### config.mk
export PLATFORM = sky130hd
export DESIGN_NAME = door_sequencer
export DESIGN_NICKNAME = d
export VERILOG_FILES = /design/src/rtl/door_pkg.sv /design/src/rtl/door_timer.sv /design/src/rtl/door_sequencer.sv
export SDC_FILE = /design/constraint.sdc
export NUM_CORES = 1
export LEC_CHECK = 0
export CORE_MARGIN = 10
export CORE_UTILIZATION = 30
export DETAILED_ROUTE_END_ITERATION = 10
export PLACE_DENSITY = 0.47
export SLEW_MARGIN = 20
export SYNTH_ARGS = -nofsm -noshare
export SYNTH_HDL_FRONTEND = slang
export SYNTH_HIERARCHICAL = 1
export SYNTH_SLANG_ARGS = --single-unit
### constraint.sdc
create_clock -name clk -period 3.7 [get_ports clk]
set_input_delay 0.74 -clock clk [delete_from_list [all_inputs] [get_ports clk]]
set_output_delay 0.74 -clock clk [all_outputs]
set_load 0.1 [all_outputs]
### src/rtl/door_pkg.sv
`default_nettype none
// ============================================================================
// Module      : door_pkg
// Description : Shared definitions for the elevator door sequencer: the FSM
//               state encoding and the width of the dwell/travel counters.
// Revision    : 1.0 - initial release
// ============================================================================
package door_pkg;

   // Width of the dwell and travel counters (seconds)
   localparam int CNT_W = 8;

   // State encoding is also exported on the debug 'state' port
   typedef enum logic [2:0] {
      ST_CLOSED  = 3'd0,
      ST_OPENING = 3'd1,
      ST_OPEN    = 3'd2,
      ST_CLOSING = 3'd3,
      ST_FAULT   = 3'd4,
      ST_NUDGE   = 3'd5
   } door_state_e;

endpackage
`default_nettype wire

### src/rtl/door_timer.sv
`default_nettype none
// ============================================================================
// Module      : door_timer
// Description : CNT_W-bit seconds counter with clear, load and tick enable.
//               Counts toward 'target' (down when COUNT_DOWN=1, up otherwise)
//               and stops there; 'done' is high while the count equals target.
// Ports       : clk, reset    - clock, synchronous active-high reset
//               clear         - force count to zero (highest priority)
//               load/load_val - load a start value
//               tick          - advance one step toward target
//               target        - terminal count
//               done          - count == target
// Revision    : 1.0 - initial release
// ============================================================================
module door_timer
   import door_pkg::*;
#(
   parameter bit COUNT_DOWN = 1'b1
) (
   input  logic             clk,
   input  logic             reset,
   input  logic             clear,
   input  logic             load,
   input  logic [CNT_W-1:0] load_val,
   input  logic             tick,
   input  logic [CNT_W-1:0] target,
   output logic             done
);

   logic [CNT_W-1:0] count_q;
   logic [CNT_W-1:0] count_d;

   assign done = (count_q == target);

   always_comb begin
      count_d = count_q;
      if (clear) begin
         count_d = '0;
      end else if (load) begin
         count_d = load_val;
      end else if (tick && !done) begin
         // Stopping at target doubles as saturation for both directions
         if (COUNT_DOWN) begin
            count_d = count_q - 1'b1;
         end else begin
            count_d = count_q + 1'b1;
         end
      end
   end

   always_ff @(posedge clk) begin
      if (reset) begin
         count_q <= '0;
      end else begin
         count_q <= count_d;
      end
   end

endmodule
`default_nettype wire

### src/rtl/door_sequencer.sv
`default_nettype none
// ============================================================================
// Module      : door_sequencer
// Description : Door sequencing FSM for one elevator car. Opens on arrival or
//               open button, holds for a dwell time, reopens on obstruction,
//               times out stuck travel and reports closed-and-locked.
// Build macro : DOOR_NUDGE_EN - when defined, repeated reopens lead to a
//               forced nudge close that ignores the sensor and open button.
// Ports       : clk, reset (sync, active-high), sec_tick (1 Hz pulse)
//               car_stopped, open_req, open_btn, close_btn, door_sensor,
//               open_limit, closed_limit                      - inputs
//               motor_open, motor_close, door_locked, nudge,
//               fault, state[2:0]                             - outputs
// Revision    : 1.0 - initial release
// ============================================================================
module door_sequencer
   import door_pkg::*;
#(
   parameter int DWELL_S     = 15,
   parameter int TRAVEL_S    = 4,
   parameter int NUDGE_LIMIT = 3
) (
   input  logic       clk,
   input  logic       reset,
   input  logic       sec_tick,
   input  logic       car_stopped,
   input  logic       open_req,
   input  logic       open_btn,
   input  logic       close_btn,
   input  logic       door_sensor,
   input  logic       open_limit,
   input  logic       closed_limit,
   output logic       motor_open,
   output logic       motor_close,
   output logic       door_locked,
   output logic       nudge,
   output logic       fault,
   output logic [2:0] state
);

   localparam logic [CNT_W-1:0] DWELL_LOAD  = CNT_W'(DWELL_S);
   localparam logic [CNT_W-1:0] TRAVEL_LIM  = CNT_W'(TRAVEL_S);

   // Counters are CNT_W bits wide; reject values that would be truncated
   if (DWELL_S < 0 || DWELL_S > 255 || TRAVEL_S < 0 || TRAVEL_S > 255 ||
       NUDGE_LIMIT < 0 || NUDGE_LIMIT > 255) begin : g_param_check
      $error("door_sequencer: parameter out of 0..255 range");
   end

   door_state_e state_q;
   door_state_e state_d;

   logic dwell_load;
   logic dwell_done;
   logic travel_clear;
   logic travel_done;

`ifdef DOOR_NUDGE_EN
   localparam logic [CNT_W-1:0] NUDGE_LIM = CNT_W'(NUDGE_LIMIT);

   logic [CNT_W-1:0] reopen_cnt_q;
   logic [CNT_W-1:0] reopen_cnt_d;
   logic             nudge_due;

   assign nudge_due = (reopen_cnt_q >= NUDGE_LIM);

   always_comb begin
      reopen_cnt_d = reopen_cnt_q;
      if (state_d == ST_CLOSED && state_q != ST_CLOSED) begin
         reopen_cnt_d = '0;
      end else if (state_q == ST_CLOSING && state_d == ST_OPENING &&
                   reopen_cnt_q != '1) begin
         reopen_cnt_d = reopen_cnt_q + 1'b1;
      end
   end

   always_ff @(posedge clk) begin
      if (reset) begin
         reopen_cnt_q <= '0;
      end else begin
         reopen_cnt_q <= reopen_cnt_d;
      end
   end
`endif

   // ------------------------------------------------------------------------
   // Next-state logic
   // ------------------------------------------------------------------------
   always_comb begin
      state_d = state_q;
      case (state_q)
         ST_CLOSED: begin
            // Requests without car_stopped are simply dropped
            if (car_stopped && (open_req || open_btn)) begin
               state_d = ST_OPENING;
            end
         end
         ST_OPENING: begin
            // Limit switch is checked first so it beats a same-cycle timeout
            if (open_limit) begin
               state_d = ST_OPEN;
            end else if (travel_done) begin
               state_d = ST_FAULT;
            end
         end
         ST_OPEN: begin
            if (close_btn && !door_sensor) begin
               state_d = ST_CLOSING;
            end else if (dwell_done) begin
`ifdef DOOR_NUDGE_EN
               if (nudge_due) begin
                  state_d = ST_NUDGE;
               end else if (!door_sensor && !open_btn) begin
                  state_d = ST_CLOSING;
               end
`else
               if (!door_sensor && !open_btn) begin
                  state_d = ST_CLOSING;
               end
`endif
            end
         end
         ST_CLOSING: begin
            // Reopen has priority over the closed limit
            if (door_sensor || open_btn) begin
               state_d = ST_OPENING;
            end else if (closed_limit) begin
               state_d = ST_CLOSED;
            end else if (travel_done) begin
               state_d = ST_FAULT;
            end
         end
`ifdef DOOR_NUDGE_EN
         ST_NUDGE: begin
            if (closed_limit) begin
               state_d = ST_CLOSED;
            end else if (travel_done) begin
               state_d = ST_FAULT;
            end
         end
`endif
         ST_FAULT: begin
            state_d = ST_FAULT;
         end
         default: begin
            state_d = ST_FAULT;
         end
      endcase

      // Car leaving the floor with the door not closed is always a fault
      if (!car_stopped && state_q != ST_CLOSED) begin
         state_d = ST_FAULT;
      end
   end

   always_ff @(posedge clk) begin
      if (reset) begin
         state_q <= ST_CLOSED;
      end else begin
         state_q <= state_d;
      end
   end

   // Dwell reloads on entry to OPEN and whenever the doorway is in use
   assign dwell_load   = (state_d == ST_OPEN) &&
                         ((state_q != ST_OPEN) || door_sensor || open_btn);
   assign travel_clear = (state_d != state_q) &&
                         ((state_d == ST_OPENING) || (state_d == ST_CLOSING) ||
                          (state_d == ST_NUDGE));

   door_timer #(
      .COUNT_DOWN (1'b1)
   ) u_dwell (
      .clk      (clk),
      .reset    (reset),
      .clear    (1'b0),
      .load     (dwell_load),
      .load_val (DWELL_LOAD),
      .tick     (sec_tick && (state_q == ST_OPEN)),
      .target   ({CNT_W{1'b0}}),
      .done     (dwell_done)
   );

   door_timer #(
      .COUNT_DOWN (1'b0)
   ) u_travel (
      .clk      (clk),
      .reset    (reset),
      .clear    (travel_clear),
      .load     (1'b0),
      .load_val ({CNT_W{1'b0}}),
      .tick     (sec_tick),
      .target   (TRAVEL_LIM),
      .done     (travel_done)
   );

   // ------------------------------------------------------------------------
   // Moore outputs
   // ------------------------------------------------------------------------
   assign motor_open  = (state_q == ST_OPENING);
   assign motor_close = (state_q == ST_CLOSING) || (state_q == ST_NUDGE);
   assign door_locked = (state_q == ST_CLOSED) && closed_limit;
   assign fault       = (state_q == ST_FAULT);
   assign state       = state_q;
`ifdef DOOR_NUDGE_EN
   assign nudge       = (state_q == ST_NUDGE);
`else
   assign nudge       = 1'b0;
`endif

endmodule
`default_nettype wire

After elaboration in Yosys (flattened, before gate mapping)
Index checks and enable logic that the tools add are counted.

Multiplexer cells: 12. Equality and inequality tests: 12. Reduce and logical (&&, ||, !) cells: 28. $add $sub $neg: 2.

Operator list (number): 3-bit 2-to-1 mux (9); 3-bit by 2-bit == test with 1-bit output, second input constant (4); 3-bit case mux with 4 select lines (1); 1-bit logical AND (10); 3-bit == test, second input constant (3); 8-bit by 1-bit adder with 8-bit output, second input constant (1); 8-bit by 3-bit == test with 1-bit output, second input constant (1); 8-bit logical NOT (1); 4-bit 2-to-1 mux (2); 8-bit by 1-bit subtractor with 8-bit output, second input constant (1); 1-bit logical OR (7); 3-bit by 1-bit == test with 1-bit output, second input constant (2); 1-bit logical NOT (5); 2-bit OR reduction (2); 3-bit logical NOT (1); 3-bit by 2-bit != test with 1-bit output, second input constant (1); 3-bit != test (1); 3-bit nonzero test (1); 2-bit nonzero test (1).

Bits in registers: 19. Output and inout bits: 8. Bits of input ports: 10. Word-level logic and storage cells: 58.

Logic depth before layout (Yosys ltp)
Gate-level depths: netlist of the first run.

Depth after elaboration: 12. Mapped depth: 11. Mapped depth without buffers: 11.

Hierarchy
Netlist of the first run, hierarchy kept.

Modules (own cells, without submodules): door_timer (u_dwell) (area each 544.3 µm², times used 1, cells an instance 64, sequential area each 160.2 µm²); door_timer (u_travel) (area each 538.0 µm², times used 1, cells an instance 62, sequential area each 160.2 µm²); door_sequencer (area each 400.4 µm², times used 1, cells an instance 51, sequential area each 60.1 µm²).

Worst setup path before layout of the first run
OpenSTA, ideal clock, no wires.

Path kind: register -> output. From: register state_q[2] (netlist: state[2]). To: output port fault. Required time: 2.960 ns. Setup slack: -0.530 ns. Data arrival time: 3.490 ns. Cell stages (with the launch flop): 3. Buffers on the path: 1. Cell sequence: dfxtp_1 -> clkbuf_2 -> nor3b_1.

Word-level cells in the longest chain between the ends: 1.

RTL lines: start, declared (line door_sequencer.sv:50) `door_state_e state_q;`; start signal, assigned (line door_sequencer.sv:160) `state_q <= state_d;`; 3-bit == test (line door_sequencer.sv:203) `assign fault = (state_q == ST_FAULT);`; end, declared (line door_sequencer.sv:37) `output logic fault,`.

Every way passes these cells.

Final worst setup path of the first run
From: input port sec_tick. To: register u_dwell.count_q[7].

Word-level cells in the longest chain between the ends: 2.

RTL lines: start, declared (line door_sequencer.sv:25) `input logic sec_tick,`; 1-bit logical AND (line door_sequencer.sv:179) `.tick (sec_tick && (state_q == ST_OPEN)),`; 1-bit logical AND (line door_timer.sv:41) `end else if (tick && !done) begin`; end signal, assigned (line door_timer.sv:55) `count_q <= count_d;`; end, declared (line door_timer.sv:30) `logic [CNT_W-1:0] count_q;`.

Every way passes these cells. A chain may end at the register's enable or synchronous reset.

==> out/metrics.cfg, run 1 <==
[drt]
antenna_left = 0
avgViaCountPerCell = 4.32
vias = 1266
dr.first_iter.drc_count = 38
drc = 0
dr.pass1.iters = 6
wire_per_inst_um = 11.1
highest_layer = met4
routed_wl_um = 3240
wl_met2_um = 1510
wl_met1_um = 1610
wl_met3_um = 102

[sta]
worst_pin_slew_ns = 0.578
period_needed_ns = 2.98
relSlewSlack = 0.605
setup_violations = 0
maxSlewViolCount = 0
skew_ns = 0.00358
setup_tns_ns = 0
fin_ws_ns = 0.717
rsz0062_at_grt = false
hold_viol_final = 0
finalCritPeriodShare = 0.806
max_freq_mhz = 335

[pwr]
p_leak_uw = 0.000683
p_per_area_nw_per_um2 = 339
max-vdd-ir-drop_mv = 0.155

[clocking]
cts.htree.levels = 1
cts_sinks = 19
cts_buffer_depth = 2
cts-buffers-inserted = 3
cts_hold_buf = 0
clk-insertion-delay-late_ns = 0.25
ctsRootBufferMaster = clkbuf_8
clkSlewWorstSetupHoldPaths_ns = 0.08
cts_resized = 0
cts_tree = yes
post_cts_buffers = 0

[grt]
grt_pass1_wl_um = 5660
grt_max_degree = 17
grt_overflow_total = 0
antenna_found_initial = 0
grt_pass1_vias = 1215
grt_use_total = 0.0807

[placement]
post-place-ws_ns = 0.420
dp_hpwl_um = 2480
globalplace.congestion = 0.733
port_buffers = 16

[critical_path]
critPathRequiredTime_ns = 3.83
critPathLaunchType = input port
cp.depth = 7
arrival_ns = 3.11
critPathCaptureType = flop
path_cells = clkdlybuf4s50_1 -> nor3b_1 -> or3b_1 -> or4_4 -> a2111oi_2 -> xnor2_1 -> a21oi_1
max_stage_delay_ns = 0.54
crit_fanout = 4
critPathKind = input port to flop
crit_family = simple AND/OR/NAND/NOR gates
cp_slowest_cell = clkdlybuf4s50_1
r2r_cells = 7
cp_num_buf_inv = 1

[yosys]
synth_edf_count = 0
syn_inst = 177
ys_seq_elements = 19
synth-main-ff-cell = dfxtp_1
syn_avg_cell_area_um2 = 8.38
yosysTopAreaCellShare = 0.257
yosys-top-cells-count = a21oi_1 (19), dfxtp_1 (19), o21ai_0 (19)
synth_top_family_by_area = compound AO/OA/AOI/OAI gates
synth.cell_area_um2 = 1480
seq_area_frac_synth = 0.257
synth_mux_area_frac = 0.0143
synth_xor_area_frac = 0.171
synthSimpleGateAreaFrac = 0.231
ys_types = 54
synth_compound_area_frac = 0.256
async_flop_share = 0
synth_top_cell_by_area = dfxtp_1
synthAdderAreaFrac = 0.0169
synth_area_leaders = dfxtp_1 (26%), xnor2_1 (8.9%), xor2_1 (8.3%)
synth_warnings = 6

[finish]
fill_cells = 515
drive_gt1_frac = 0.150
synthToLayoutAreaGrowth_pct = 25.5
nets = 239
diodes = 0

[floorplanning]
dieHeight_um = 90.3
dieArea_um2 = 8150
fp.coreArea_um2 = 4750
fp.dieW_um = 90.3
ios = 18
rows = 25
start_util = 0.312

[min_path]
hold_depth = 2
hold_path_class = flop to flop

[run]
cap_violations = 0

[run_status]
outcome = complete, no violations

-- path summary, 6_finish.rpt --
| check | endpoint | startpoint | slack [ns] |
|---|---|---|---|
| max | u_dwell/count_q[7] | sec_tick | 0.72 |
| min | u_travel/count_q[7] | u_travel/count_q[7] | 0.53 |
| max reg2reg | u_dwell/count_q[7] | state[1] | 0.83 |
| min reg2reg | u_travel/count_q[7] | u_travel/count_q[7] | 0.53 |
-- stage by stage --
step | total power [µW] | utilization | instances | hold slack [ns] | instance area (µm²)
6_report | 631 | 0.391 | 293 | 0.529 | 1860
5_1_grt | 677 | 0.391 | 293 | 0.591 | 1860
3_5_place_dp | 491 | 0.382 | 289 | 0.528 | 1810
4_1_cts | 643 | 0.391 | 293 | 0.539 | 1860
2_1_floorplan | 443 | - | 210 | 0.487 | 1610
3_3_place_gp | 493 | 0.382 | 289 | 0.514 | 1810
-- report_power, final --
part | switching, µW | internal, µW
Sequential | 30.6 | 223
Clock | 70.9 | 74.8
Combinational | 152 | 80.3
-- tightest hold or removal path, delay by kind of cell (launching register included) --
family | cells | cell delay (ns)
AOI/OAI and AO/OA | 2 | 0.15
DFF | 1 | 0.33
-- cells by family after synthesis --
family / count (synthesis)
adders and majority gates: 2
muxes: 2
other: 2
buffers and inverters: 15
xor gates and xnor gates: 29
and+or+nand+nor: 50
DFF: 19
AOI/OAI and AO/OA: 58
-- final cells by class --
cell class / count / area, µm² / area share
multi-input combinational: 176 / 1160 / 0.623
sequential: 19 / 380 / 0.204
timing repair buffer: 18 / 158 / 0.0847
tap: 67 / 83.8 / 0.0451
clock buffer: 3 / 41.3 / 0.0222
inverter: 9 / 33.8 / 0.0182
clock inverter: 1 / 5.00 / 0.00269
-- metal layers --
metal | vias to the layer above | GRT usage
li1 | 700 | -
met1 | 551 | 0.106
met2 | 13 | 0.127
met3 | 2 | 0.0249
met4 | 0 | 0.0159
met5 | - | 0
-- registers in the layout (all words and copies together), names as in the netlist --
| name | flops |
|---|---|
| u_travel/count_q | 8 |
| u_dwell/count_q | 8 |
| state | 3 |
-- cell usage in the layout, fill, tap and decap left out, types with 3 or more instances in the layout --
master	Yosys	routed
inv_1	9	9
xor2_1	14	14
nand2_1	7	7
xnor2_1	15	15
clkdlybuf4s50_1	0	9
a21oi_1	19	19
clkbuf_8	0	3
buf_4	2	9
nand2b_1	5	5
nor2_1	12	12
o21ai_0	19	19
conb_1	2	35
dfxtp_1	19	19
(Power assumes the default switching activity.)
==> inputs of run 2 (changes only) <==
--- a/config.mk
+++ b/config.mk
@@ -8,7 +8,7 @@
 export CORE_MARGIN = 10
 export CORE_UTILIZATION = 30
 export DETAILED_ROUTE_END_ITERATION = 10
-export PLACE_DENSITY = 0.47
+export PLACE_DENSITY = 0.49
 export SLEW_MARGIN = 20
 export SYNTH_ARGS = -nofsm -noshare
 export SYNTH_HDL_FRONTEND = slang
==> constraint.sdc (replaced) <==
create_clock -name clk -period 2.5 [get_ports clk]
set_input_delay 0.5 -clock clk [delete_from_list [all_inputs] [get_ports clk]]
set_output_delay 0.5 -clock clk [all_outputs]
set_load 0.1 [all_outputs]
==> out/metrics.cfg, run 2 (same netlist as run 1, synthesis figures left out) <==
[finish]
layout_commonest_cell = conb_1
drive_gt1_frac = 0.290  ; +0.140
diodes = 0  ; unchanged
nets = 261  ; +9.2%
mostFrequentLayoutCells = conb_1 (35), buf_4 (30), a21oi_1 (18), o21ai_0 (17), xnor2_1 (15)
final_util = 0.451  ; +0.0597
synthToLayoutAreaGrowth_pct = 44.6

[critical_path]
cp_slowest_cell = clkdlybuf4s50_1
crit_family = simple AND/OR/NAND/NOR gates
critPathLaunchType = input port
critPathCaptureType = flop
crit_fanout = 2  ; -2
max_stage_delay_ns = 0.50  ; -0.04 ns
critPathRequiredTime_ns = 2.65  ; -1.18 ns
cp_num_buf_inv = 1  ; unchanged
path_cells = clkdlybuf4s50_1 -> nor3b_4 -> or3b_4 -> or4_4 -> a2111oi_4 -> xnor2_1 -> a21oi_1
critPathKind = input port to flop
arrival_ns = 2.52  ; -0.59 ns

[grt]
grt-busiest-layer = met2
gr-usage-met3 = 0.0224  ; -0.00249
antenna_found_initial = 0  ; unchanged
grtUsageMet1 = 0.103  ; -0.00301
grt_max_degree = 17  ; unchanged
grt_pass1_wl_um = 5480  ; -3.2%
grt_overflow_total = 0  ; unchanged
grt_use_total = 0.0772  ; -0.00345
grt_pass1_vias = 1182  ; -2.7%
use_met2 = 0.122  ; -0.00484

[pwr]
p_sw_uw = 393  ; +55%
p_int_uw = 619  ; +64%
swShare = 0.388  ; -0.0128
p_leak_uw = 0.000807  ; +18%
p_clk_frac = 0.210  ; -0.021
p_per_area_nw_per_um2 = 472  ; +39%
pwr-share-comb = 0.433  ; +0.065
seqPwrFrac = 0.357  ; -0.044
max-vdd-ir-drop_mv = 0.276  ; +78%

[clocking]
clkSlewWorstSetupHoldPaths_ns = 0.07  ; about the same
cts_tree = yes
cts.htree.levels = 1  ; unchanged
cts-buffers-inserted = 3  ; unchanged
cts_buffer_depth = 2  ; unchanged
ctsRootBufferMaster = clkbuf_8
cts_sinks = 19  ; unchanged
clk-insertion-delay-late_ns = 0.25  ; about the same

[drt]
wire_per_inst_um = 10.3  ; -6.7%
avgViaCountPerCell = 4.16  ; -3.8%
antenna_left = 0  ; unchanged
drc = 0  ; unchanged
dr.pass1.iters = 4  ; -2
dr.first_iter.drc_count = 39  ; +2.6%
vias = 1310  ; +3.5%
routed_wl_um = 3250  ; +0.34%

[sta]
period_needed_ns = 2.38
worst_pin_slew_ns = 0.569  ; -0.00926 ns
rsz0062_at_grt = true
max_freq_mhz = 421
hold_viol_final = 0  ; unchanged
relSlewSlack = 0.611  ; +0.00634
maxSlewViolCount = 0  ; unchanged
setup_violations = 0  ; unchanged
hold_ws_ns = 0.523  ; -0.00629 ns
finalCritPeriodShare = 0.951
setup_tns_ns = 0  ; unchanged
skew_ns = 0.00386  ; +0.000277 ns

[floorplanning]
start_util = 0.312  ; unchanged
rows = 25  ; unchanged
dieHeight_um = 90.3  ; unchanged
fp.coreArea_um2 = 4750  ; unchanged
fp.dieW_um = 90.3  ; unchanged
ios = 18  ; unchanged
dieArea_um2 = 8150  ; unchanged

[min_path]
hold_path_class = flop to flop

[placement]
dp_hpwl_um = 2590  ; +4.3%
port_buffers = 16  ; unchanged
globalplace.congestion = 0.799  ; +9.1%

[run_status]
outcome = complete, no violations

[run]
cap_violations = 0  ; unchanged

[run 2: changes by cell type in the layout (fill, tap and decap cells not counted), sizes merged]
cell / previous run / this run
clkinv: 1 / 0
clkbuf: 3 / 4
buf: 9 / 31
[run 2: path summary, 6_finish.rpt]
check        cells past startpoint                   to           startpoint  slack [ns]
max                              7   u_dwell/count_q[7]             sec_tick        0.12
min                              2  u_travel/count_q[7]  u_travel/count_q[7]        0.52
max reg2reg                     11  u_travel/count_q[7]   u_dwell/count_q[4]        0.17
min reg2reg                      2  u_travel/count_q[7]  u_travel/count_q[7]        0.52
[run 2: area by class of cell]
type,count,area [µm²]
clock buffer,4,45.0
fill,505,2610
tap,67,83.8
inverter,9,33.8
timing repair buffer,40,335
sequential,19,394
multi-input combinational,176,1250
[run 2: per-stage QoR]
| step | cells | cell area (µm²) | power [µW] | setup slack, ns |
|---|---|---|---|---|
| floorplan | 210 | 1660 | 670 | 0.0000657 |
| global placement | 309 | 2020 | 789 | -0.303 |
| detailed placement | 309 | 2020 | 789 | -0.309 |
| CTS | 314 | 2090 | 1010 | 0.00183 |
| global route | 315 | 2140 | 1080 | -0.0247 |
| finish | 315 | 2140 | 1010 | 0.122 |
[run 2: worst min-delay path: cells and delay by family, from the launching register on]
kind / cells / cell delay, ns
AOI/OAI and AO/OA: 2 / 0.15
DFF: 1 / 0.33
[run 2: routing by layer]
| layer | part of all wire | vias up | wire, µm |
|---|---|---|---|
| met4 | 0.0058 | 0 | 19 |
| met5 | 0 | - | 0 |
| met1 | 0.51 | 557 | 1640 |
| met2 | 0.46 | 9 | 1510 |
| met3 | 0.025 | 2 | 80 |
| li1 | - | 742 | - |
[run 2: power by group through the flow]
stage          clock network (µW)  logic [µW]  registers, µW
2_1_floorplan                   0         270            399
3_3_place_gp                    0         420            370
3_5_place_dp                    0         419            369
4_1_cts                       225         424            363
5_1_grt                       240         475            367
6_report                      212         438            362
[run 2: what timing repair did]
item | CTS | global route
buffers inserted | 1 | 2
cloned | 0 | 0
endpoints found under the hold margin | 0 | 0
pin swaps | 0 | 7
setup endpoints to repair | 1 | 9
hold buffers | 0 | 0
resized for setup | 2 | 15
